File: src/rtl/fx_cfg_pkg.sv
// Shared constants, reset defaults and FSM state type for the effects-chain
// configuration register file.
package fx_cfg_pkg;

   localparam int NUM_EFFECTS = 7;
   localparam int NUM_FUNCS   = 8;
   localparam int NUM_KNOBS   = 8;
   localparam int KSEL_W      = $clog2(NUM_KNOBS);
   localparam int FSEL_W      = $clog2(NUM_FUNCS);
   localparam int LIMIT_W     = 24;
   localparam int GAIN_W      = 8;
   localparam int FADE_STEP   = 1;
   localparam int ADDR_W      = 6;

   // Effect bit positions (debug_rec=0, swell=1, drive=2, chorus=3, delay=4, reverb=5, tremolo=6)
   localparam int FX_CHORUS  = 3;
   localparam int FX_DELAY   = 4;
   localparam int FX_TREMOLO = 6;

   localparam logic [ADDR_W-1:0] ADDR_EN     = ADDR_W'(0);
   localparam logic [ADDR_W-1:0] ADDR_LIMIT  = ADDR_W'(1);
   localparam logic [ADDR_W-1:0] ADDR_KMAP0  = ADDR_W'(2);
   localparam logic [ADDR_W-1:0] ADDR_COMMIT = ADDR_W'((2 ** ADDR_W) - 1);

   localparam logic [GAIN_W-1:0] GAIN_FULL = '1;

   // Identity selection map: function f selects physical input f
   function automatic logic [NUM_FUNCS*KSEL_W-1:0] identity_knob_map();
      logic [NUM_FUNCS*KSEL_W-1:0] m;
      m = '0;
      for (int f = 0; f < NUM_FUNCS; f++) begin
         m[f*KSEL_W +: KSEL_W] = KSEL_W'(f);
      end
      return m;
   endfunction

   localparam logic [NUM_EFFECTS-1:0] DEFAULT_FX_EN =
      NUM_EFFECTS'((1 << FX_CHORUS) | (1 << FX_DELAY) | (1 << FX_TREMOLO));
   localparam logic [NUM_FUNCS*KSEL_W-1:0] DEFAULT_KNOB_MAP = identity_knob_map();
   localparam logic [LIMIT_W-1:0] DEFAULT_LIMIT = LIMIT_W'(4_000_000);

   typedef enum logic {
      ST_IDLE,
      ST_ARMED
   } cfg_state_e;

endpackage

File: src/rtl/fx_cfg_regfile_gain_ramp.sv
// Single-effect saturating fade ramp: steps the mix gain toward full scale
// while enabled and toward zero while disabled, one step per sample tick.
module fx_gain_ramp
   import fx_cfg_pkg::*;
#(
   parameter bit RESET_EN = 1'b0
) (
   input  logic              clk,
   input  logic              srst_n,
   input  logic              en,
   input  logic              tick,
   output logic [GAIN_W-1:0] gain,
   output logic              active
);

   localparam logic [GAIN_W-1:0] GAIN_STEP = GAIN_W'(FADE_STEP);

   logic [GAIN_W-1:0] gain_next;

   // Saturating step toward the target implied by the current enable
   always_comb begin
      gain_next = gain;
      if (en) begin
         gain_next = (gain > GAIN_FULL - GAIN_STEP) ? GAIN_FULL : gain + GAIN_STEP;
      end else begin
         gain_next = (gain < GAIN_STEP) ? '0 : gain - GAIN_STEP;
      end
   end

   // Gain advances only on ticks; active tracks enable-or-audible a cycle later
   always_ff @(posedge clk) begin
      if (!srst_n) begin
         gain   <= RESET_EN ? GAIN_FULL : '0;
         active <= RESET_EN;
      end else begin
         if (tick) begin
            gain <= gain_next;
         end
         active <= en | (gain != '0);
      end
   end

endmodule

File: src/rtl/fx_cfg_regfile.sv
// Runtime configuration register file: processor writes land in a shadow bank,
// a COMMIT arms a transfer that copies shadow to live on the next sample tick,
// and per-effect gain ramps fade effects in and out without clicks.
module fx_cfg_regfile
   import fx_cfg_pkg::*;
(
   input  logic                          clk_i,
   input  logic                          srst_n_i,
   input  logic                          sample_tick_i,
   input  logic                          wr_valid_i,
   output logic                          wr_ready_o,
   input  logic [ADDR_W-1:0]             wr_addr_i,
   input  logic [LIMIT_W-1:0]            wr_data_i,
   output logic                          wr_err_o,
   output logic [NUM_EFFECTS-1:0]        fx_en_o,
   output logic [NUM_EFFECTS-1:0]        fx_active_o,
   output logic [NUM_EFFECTS*GAIN_W-1:0] fx_gain_o,
   output logic [NUM_FUNCS*KSEL_W-1:0]   knob_sel_o,
   output logic [LIMIT_W-1:0]            limit_o
);

   cfg_state_e state_q, state_d;
   logic       apply;

   logic       wr_fire;
   logic       is_en, is_limit, is_kmap, is_commit, kmap_ok, wr_bad;
   logic [FSEL_W-1:0] kmap_idx;

   logic [NUM_EFFECTS-1:0]             shadow_en, live_en;
   logic [LIMIT_W-1:0]                 shadow_limit, live_limit;
   logic [NUM_FUNCS-1:0][KSEL_W-1:0]   shadow_kmap, live_kmap;
   logic                               err_q;

   assign wr_ready_o = (state_q == ST_IDLE);
   assign wr_fire    = wr_valid_i & wr_ready_o;

   // Address decode; a selector index is checked on the full data word so out-of-range values are rejected
   always_comb begin
      is_en     = (wr_addr_i == ADDR_EN);
      is_limit  = (wr_addr_i == ADDR_LIMIT);
      is_kmap   = (wr_addr_i >= ADDR_KMAP0) && (wr_addr_i < ADDR_KMAP0 + ADDR_W'(NUM_FUNCS));
      is_commit = (wr_addr_i == ADDR_COMMIT);
      kmap_ok   = (wr_data_i < LIMIT_W'(NUM_KNOBS));
      kmap_idx  = FSEL_W'(wr_addr_i - ADDR_KMAP0);
      wr_bad    = !(is_en || is_limit || (is_kmap && kmap_ok) || is_commit);
   end

   // Commit FSM next state: arm on COMMIT, apply on the first tick while armed
   always_comb begin
      state_d = state_q;
      apply   = 1'b0;
      case (state_q)
         ST_IDLE: begin
            if (wr_fire && is_commit) begin
               state_d = ST_ARMED;
            end
         end
         ST_ARMED: begin
            if (sample_tick_i) begin
               apply   = 1'b1;
               state_d = ST_IDLE;
            end
         end
         default: state_d = ST_IDLE;
      endcase
   end

   // Commit FSM state register
   always_ff @(posedge clk_i) begin
      if (!srst_n_i) begin
         state_q <= ST_IDLE;
      end else begin
         state_q <= state_d;
      end
   end

   // Shadow bank takes accepted, valid data writes; reset discards unapplied writes
   always_ff @(posedge clk_i) begin
      if (!srst_n_i) begin
         shadow_en    <= DEFAULT_FX_EN;
         shadow_limit <= DEFAULT_LIMIT;
         shadow_kmap  <= DEFAULT_KNOB_MAP;
      end else if (wr_fire && !wr_bad) begin
         if (is_en) begin
            shadow_en <= wr_data_i[NUM_EFFECTS-1:0];
         end
         if (is_limit) begin
            shadow_limit <= wr_data_i;
         end
         if (is_kmap) begin
            shadow_kmap[kmap_idx] <= wr_data_i[KSEL_W-1:0];
         end
      end
   end

   // Live bank copies the whole shadow bank atomically on the applying tick
   always_ff @(posedge clk_i) begin
      if (!srst_n_i) begin
         live_en    <= DEFAULT_FX_EN;
         live_limit <= DEFAULT_LIMIT;
         live_kmap  <= DEFAULT_KNOB_MAP;
      end else if (apply) begin
         live_en    <= shadow_en;
         live_limit <= shadow_limit;
         live_kmap  <= shadow_kmap;
      end
   end

   // One-cycle error pulse for accepted writes that were ignored
   always_ff @(posedge clk_i) begin
      if (!srst_n_i) begin
         err_q <= 1'b0;
      end else begin
         err_q <= wr_fire && wr_bad;
      end
   end

   assign wr_err_o   = err_q;
   assign fx_en_o    = live_en;
   assign limit_o    = live_limit;
   assign knob_sel_o = live_kmap;

   // One fade ramp per effect, driven by the live enable as registered before each tick
   for (genvar e = 0; e < NUM_EFFECTS; e++) begin : g_ramp
      fx_gain_ramp #(
         .RESET_EN(DEFAULT_FX_EN[e])
      ) u_ramp (
         .clk    (clk_i),
         .srst_n (srst_n_i),
         .en     (live_en[e]),
         .tick   (sample_tick_i),
         .gain   (fx_gain_o[e*GAIN_W +: GAIN_W]),
         .active (fx_active_o[e])
      );
   end

endmodule

File: config.mk
export PLATFORM = sky130hd
export DESIGN_NAME = fx_cfg_regfile
export DESIGN_NICKNAME = d
export VERILOG_FILES = /design/src/rtl/fx_cfg_pkg.sv /design/src/rtl/fx_cfg_regfile_gain_ramp.sv /design/src/rtl/fx_cfg_regfile.sv
export SDC_FILE = /design/constraint.sdc
export NUM_CORES = 1
export LEC_CHECK = 0
export CORE_MARGIN = 1
export CORE_UTILIZATION = 55
export CTS_BUF_LIST = sky130_fd_sc_hd__clkbuf_8
export DETAILED_ROUTE_END_ITERATION = 10
export PLACE_DENSITY = 0.82
export REMOVE_ABC_BUFFERS = 1
export SYNTH_ARGS = -nofsm -noshare
export SYNTH_HDL_FRONTEND = slang
export SYNTH_HIERARCHICAL = 1
export SYNTH_SLANG_ARGS = --single-unit
File: constraint.sdc
create_clock -name clk_i -period 2 [get_ports clk_i]
set_input_delay 0.6 -clock clk_i [delete_from_list [all_inputs] [get_ports clk_i]]
set_output_delay 0.6 -clock clk_i [all_outputs]
set_load 0.05 [all_outputs]
=== Yosys cells after proc, flatten, opt, wreduce, memory -nomap -nowiden ===
Cells that the tools add are included.

* Register bits after elaboration: 175
* Input port bits: 34
* Output and inout bits: 120
* Logic and storage cells: 131

* Add/sub/neg operators: 15
* Order comparisons: 19
* Equality and inequality tests: 2
* Muxes and demuxes: 29
* Bitwise gates (word level): 9
* Reductions and logical operators: 21

{| class="wikitable"
|+ Operator list
! operator !! count
|-
| $mux W8 || 21
|-
| $add A8 B1 Y8 const B || 7
|-
| $gt A8 B8 Y1 const B || 7
|-
| $lt A8 B1 Y1 const B || 7
|-
| $reduce_bool A8 Y1 || 7
|-
| $sub A8 B1 Y8 const B || 7
|-
| $bwmux W24 || 1
|-
| $lt A24 B4 Y1 const B || 1
|-
| $demux W3 S3 || 1
|-
| $or A1 B1 Y1 || 7
|-
| $eq A6 B1 Y1 const B || 1
|-
| $eq A6 B6 Y1 const B || 1
|-
| $ge A6 B2 Y1 const B || 1
|-
| $logic_and A1 B1 Y1 || 6
|-
| $logic_not A6 Y1 || 1
|-
| $lt A6 B4 Y1 const B || 1
|-
| $reduce_and A2 Y1 || 3
|-
| $lt A3 B4 Y1 const B || 1
|-
| $mux W1 || 4
|-
| $ge A3 B1 Y1 const B || 1
|-
| $logic_or A1 B1 Y1 || 3
|-
| $mux W3 || 1
|-
| $sub A3 B2 Y3 const B || 1
|-
| $pmux W1 S2 || 1
|-
| other kinds (3) || 3
|}

=== Logic depth before layout (Yosys ltp) ===
* Depth in word-level cells: 7
* Mapped depth: 7
* Mapped depth without buffers: 6

=== Modules after synthesis ===
The synthesis kept the hierarchy.

{| class="wikitable"
|+ Modules (own cells, without submodules)
! module !! times used !! cells each !! area each (um^2) !! seq. area each (um^2)
|-
| fx_cfg_regfile || 1 || 492 || 4297.9 || 2242.2
|-
| fx_gain_ramp at g_ramp[0].u_ramp ... || 4 || 96 || 750.7 || 180.2
|-
| fx_gain_ramp at g_ramp[3].u_ramp ... || 3 || 99 || 753.2 || 180.2
|}

=== Worst setup path after synthesis ===
No wires, ideal clock.

* Path kind: register to register
* From: register g_ramp[3].u_ramp.gain[1]
* To: register g_ramp[3].u_ramp.gain[6]
* Library setup time: 133 ps
* Data arrival time: 1867 ps
* Required time: 1867 ps
* Path slack: 1 ps
* Stages on the path, launching flop included: 8
* Path buffers: 1
* Period minus slack after synthesis: 1999 ps
* Cell sequence: dfxtp_1 buf_6 inv_1 ha_1 or3b_1 o31a_1 a211oi_1 o31ai_1

* Cells in the longest elaborated chain, start to end: 3
* Elaborated cells between the ends (all ways): 7
* Classes of those cells: add/sub (2); order compare (2); mux (3)

{| class="wikitable"
|+ Ends and longest elaborated chain
! element !! line !! RTL
|-
| start: declaration || fx_cfg_regfile_gain_ramp.sv:12 || <nowiki>output logic [GAIN_W-1:0] gain,</nowiki>
|-
| start signal: assignment || fx_cfg_regfile_gain_ramp.sv:33 || <nowiki>gain <= RESET_EN ? GAIN_FULL : '0;</nowiki>
|-
| start signal: assignment || fx_cfg_regfile_gain_ramp.sv:37 || <nowiki>gain <= gain_next;</nowiki>
|-
| $sub A8 B1 Y8, or another cell as far along || fx_cfg_regfile_gain_ramp.sv:26 || <nowiki>gain_next = (gain < GAIN_STEP) ? '0 : gain - GAIN_STEP;</nowiki>
|-
| $mux W8, on equally long branches || fx_cfg_regfile_gain_ramp.sv:26, fx_cfg_regfile_gain_ramp.sv:24 ||
|-
| $mux W8 (*) || fx_cfg_regfile_gain_ramp.sv:23 || <nowiki>if (en) begin</nowiki>
|}

Mark *: on every way between the ends. The rest lies on a longest branch, timed or not.
A chain may end at the register's enable or synchronous reset.

=== Worst setup path in the final report ===
* From: register g_ramp[3].u_ramp.gain[2]
* To: output port fx_gain_o[26]

{| class="wikitable"
|+ RTL lines
! element !! line !! RTL
|-
| end: declaration || fx_cfg_regfile.sv:17 || <nowiki>output logic [NUM_EFFECTS*GAIN_W-1:0] fx_gain_o,</nowiki>
|}

No word-level cell between the ends.

==> flow_summary.json <==
{
  "ys_seq_area_frac": 0.366,
  "finalHoldViolations": 0,
  "finalMaxSlewViolations": 0,
  "htreeDepth": 4,
  "synthTopCellsByArea": "dfxtp_1 (37%), nand2_1 (8.6%), a21boi_0 (4.1%), mux2i_1 (3.9%), ha_1 (3.7%)",
  "outcome": "finished clean",
  "grt_pass1_wl_um": 42900,
  "crit_path_top_delay_cell": "dfxtp_1",
  "cts_setup_buffers": 0,
  "avgSynthCellArea_sq_um": 8.15,
  "synth.distinct_cells": 60,
  "finalInstanceArea_sq_um": 12500,
  "final_nets": 1401,
  "synth_adder_area_share": 0.0366,
  "syn_inst": 1173,
  "power_density_nw_per_um2": 735,
  "total_power_mw": 9.19,
  "dieWidth_um": 134,
  "cts_sinks": 175,
  "syn_area_sq_um": 9560,
  "yosys_warnings": 6,
  "num_rows": 47,
  "yosysTopAreaCell": "dfxtp_1",
  "hpwl_um": 18000,
  "max_freq_mhz": 518,
  "period_minus_slack_ns": 1.93,
  "grt_util_all_layers": 0.291,
  "drt-total-wl_um": 25800,
  "vias_per_cell": 6.06,
  "die_area_sq_um": 17900,
  "synth-simple-area-share": 0.290,
  "muxShareOfSynthArea": 0.0387,
  "worstMarginPinSlew_ns": 0.645,
  "async_flop_share": 0,
  "drive_gt1_frac": 0.222,
  "ys_ff_latch": 175,
  "wl_met3_um": 1880,
  "period_share": 0.965,
  "synth_top_area_frac": 0.366,
  "area_growth_syn_to_layout_pct": 30.7,
  "io_pins": 154,
  "ant_nets": 0,
  "start_util": 0.570,
  "drt_iter0_markers": 710,
  "clock_skew_ns": 0.0102,
  "synth_top_family_by_area": "simple AND/OR/NAND/NOR gates",
  "routedWlPerCell_um": 16.4,
  "antenna_found_initial": 2,
  "num_vias": 9528,
  "drv_cap": 0,
  "timing.slew.headroom": 0.566,
  "worst-endpoint-arrival_ns": 1.33,
  "cp_max_fo": 9,
  "clkSlewWorstSetupHoldPaths_ns": 0.11,
  "synth_edf_count": 0,
  "setup_viol": 0,
  "firstDrtPassIters": 5,
  "cp-end-kind": "output pin",
  "drt_drc_violations_left": 0,
  "maxUsedRoutingLayer": "met5",
  "startpoint_type": "flip-flop",
  "cts_buffer_depth": 2,
  "cp.required_ns": 1.40,
  "synth_compound_area_frac": 0.202,
  "cts_tree": "built",
  "synthFlopType": "dfxtp_1",
  "min_path_type": "in -> reg",
  "wl_met1_um": 11200,
  "total_leakage_power_nw": 5.14,
  "clockRootBuffer": "clkbuf_8",
  "cts-buffers-inserted": 17,
  "cts_hold_buf": 0,
  "ir_drop_mv": 0.446,
  "path_class": "reg -> out",
  "numPortBuffers": 153,
  "place_area_sq_um": 12000,
  "grt_max_degree": 93,
  "path_cells": "buf_4, buf_12",
  "ys_top_cells_by_count": "nand2_1 (220), dfxtp_1 (175), o21ai_0 (56)",
  "grt_pass1_vias": 8797,
  "grt_overflow_total": 0,
  "cp_slowest_stage_delay_ns": 0.50,
  "die_h_um": 134,
  "yosysMostFrequentCell": "nand2_1",
  "wl_met2_um": 12200,
  "clock_latency_ns": 0.47,
  "gp_congestion": 0.911,
  "synth_xor_xnor_area_share": 0.00641,
  "core_area_sq_um": 16800,
  "regToRegSetupSlack_ns": 0.16
}
-- through the flow --
stage / setup TNS (ns) / hold WS [ns] / utilization / cells / worst slack, ns
global placement: -22.34 / 0.444 / 0.719 / 1540 / -0.540
global route: -0.0746 / 0.428 / 0.745 / 1573 / -0.0328
CTS: 0 / 0.467 / 0.743 / 1572 / 0.00330
finish: 0 / 0.431 / 0.745 / 1573 / 0.0708
detailed placement: -23.91 / 0.451 / 0.719 / 1540 / -0.581
floorplan: -0.318 / 0.431 / - / 1088 / -0.0225
-- final timing paths --
kind | start | endpoint | depth (start not counted)
worst min-delay path | wr_data_i[17] | shadow_limit[17] | 3
worst max register to register | g_ramp[6].u_ramp/gain[0] | g_ramp[6].u_ramp/gain[6] | 6
worst max-delay path | g_ramp[3].u_ramp/gain[2] | fx_gain_o[26] | 2
worst min register to register | shadow_kmap[0] | shadow_kmap[0] | 2
-- kinds of logic after synthesis --
kind of cell | Yosys count
buf+inv | 125
mux | 37
compound gates | 282
fa+ha+maj | 28
flops | 175
xor+xnor | 7
simple gates | 519
-- final cells by class --
type                    count  area (sq um)
multi-input cells         873          5520
flip-flops and latches    175          3520
well taps                 220           275
inverters                  40           150
clock buffers              17           234
diodes                      1          2.50
clock inverters            15           159
repair buffers            232          2640
fillers                  1267          4270
-- cells in the final DEF, fill, tap and decap left out, drive strengths merged, types with 22 or more instances in the layout --
cell type,count
ha,28
buf,201
nor2b,22
a21oi,53
mux2i,37
nor4,26
a21boi,53
nand2,220
nor2,42
nand3,52
inv,52
dfxtp,175
o21ai,60
nand4,32
-- layer usage --
layer	vias up	global-route usage
met5	-	0
met4	2	0.112
met3	54	0.0552
met2	456	0.472
met1	4442	0.381
li1	4574	-
-- registers in the layout, summed over array words and instances (netlist names) --
name and count:
state_q 1, fx_en_o 7, knob_sel_o 24, shadow_limit 24, g_ramp.u_ramp/active 7, shadow_kmap 24, wr_err_o 1, shadow_en 7
limit_o 24, g_ramp.u_ramp/gain 56
-- power breakdown --
group | switching (mW) | total (mW) | internal [mW] | leakage, nW
Clock | 1.51 | 2.46 | 0.951 | 0.202
Sequential | 0.365 | 4.01 | 3.64 | 1.42
Combinational | 1.48 | 2.72 | 1.24 | 3.51
-- what timing repair did --
item	CTS	global route
setup endpoints to repair	25	53
resized for setup	21	19
pin swaps	6	6
-- worst max-delay path, delay by kind of cell (launching register included) --
kind	cells	cell delay (ns)
flops	1	0.50
buf+inv	2	0.36
Power figures use the tool's default switching activity.
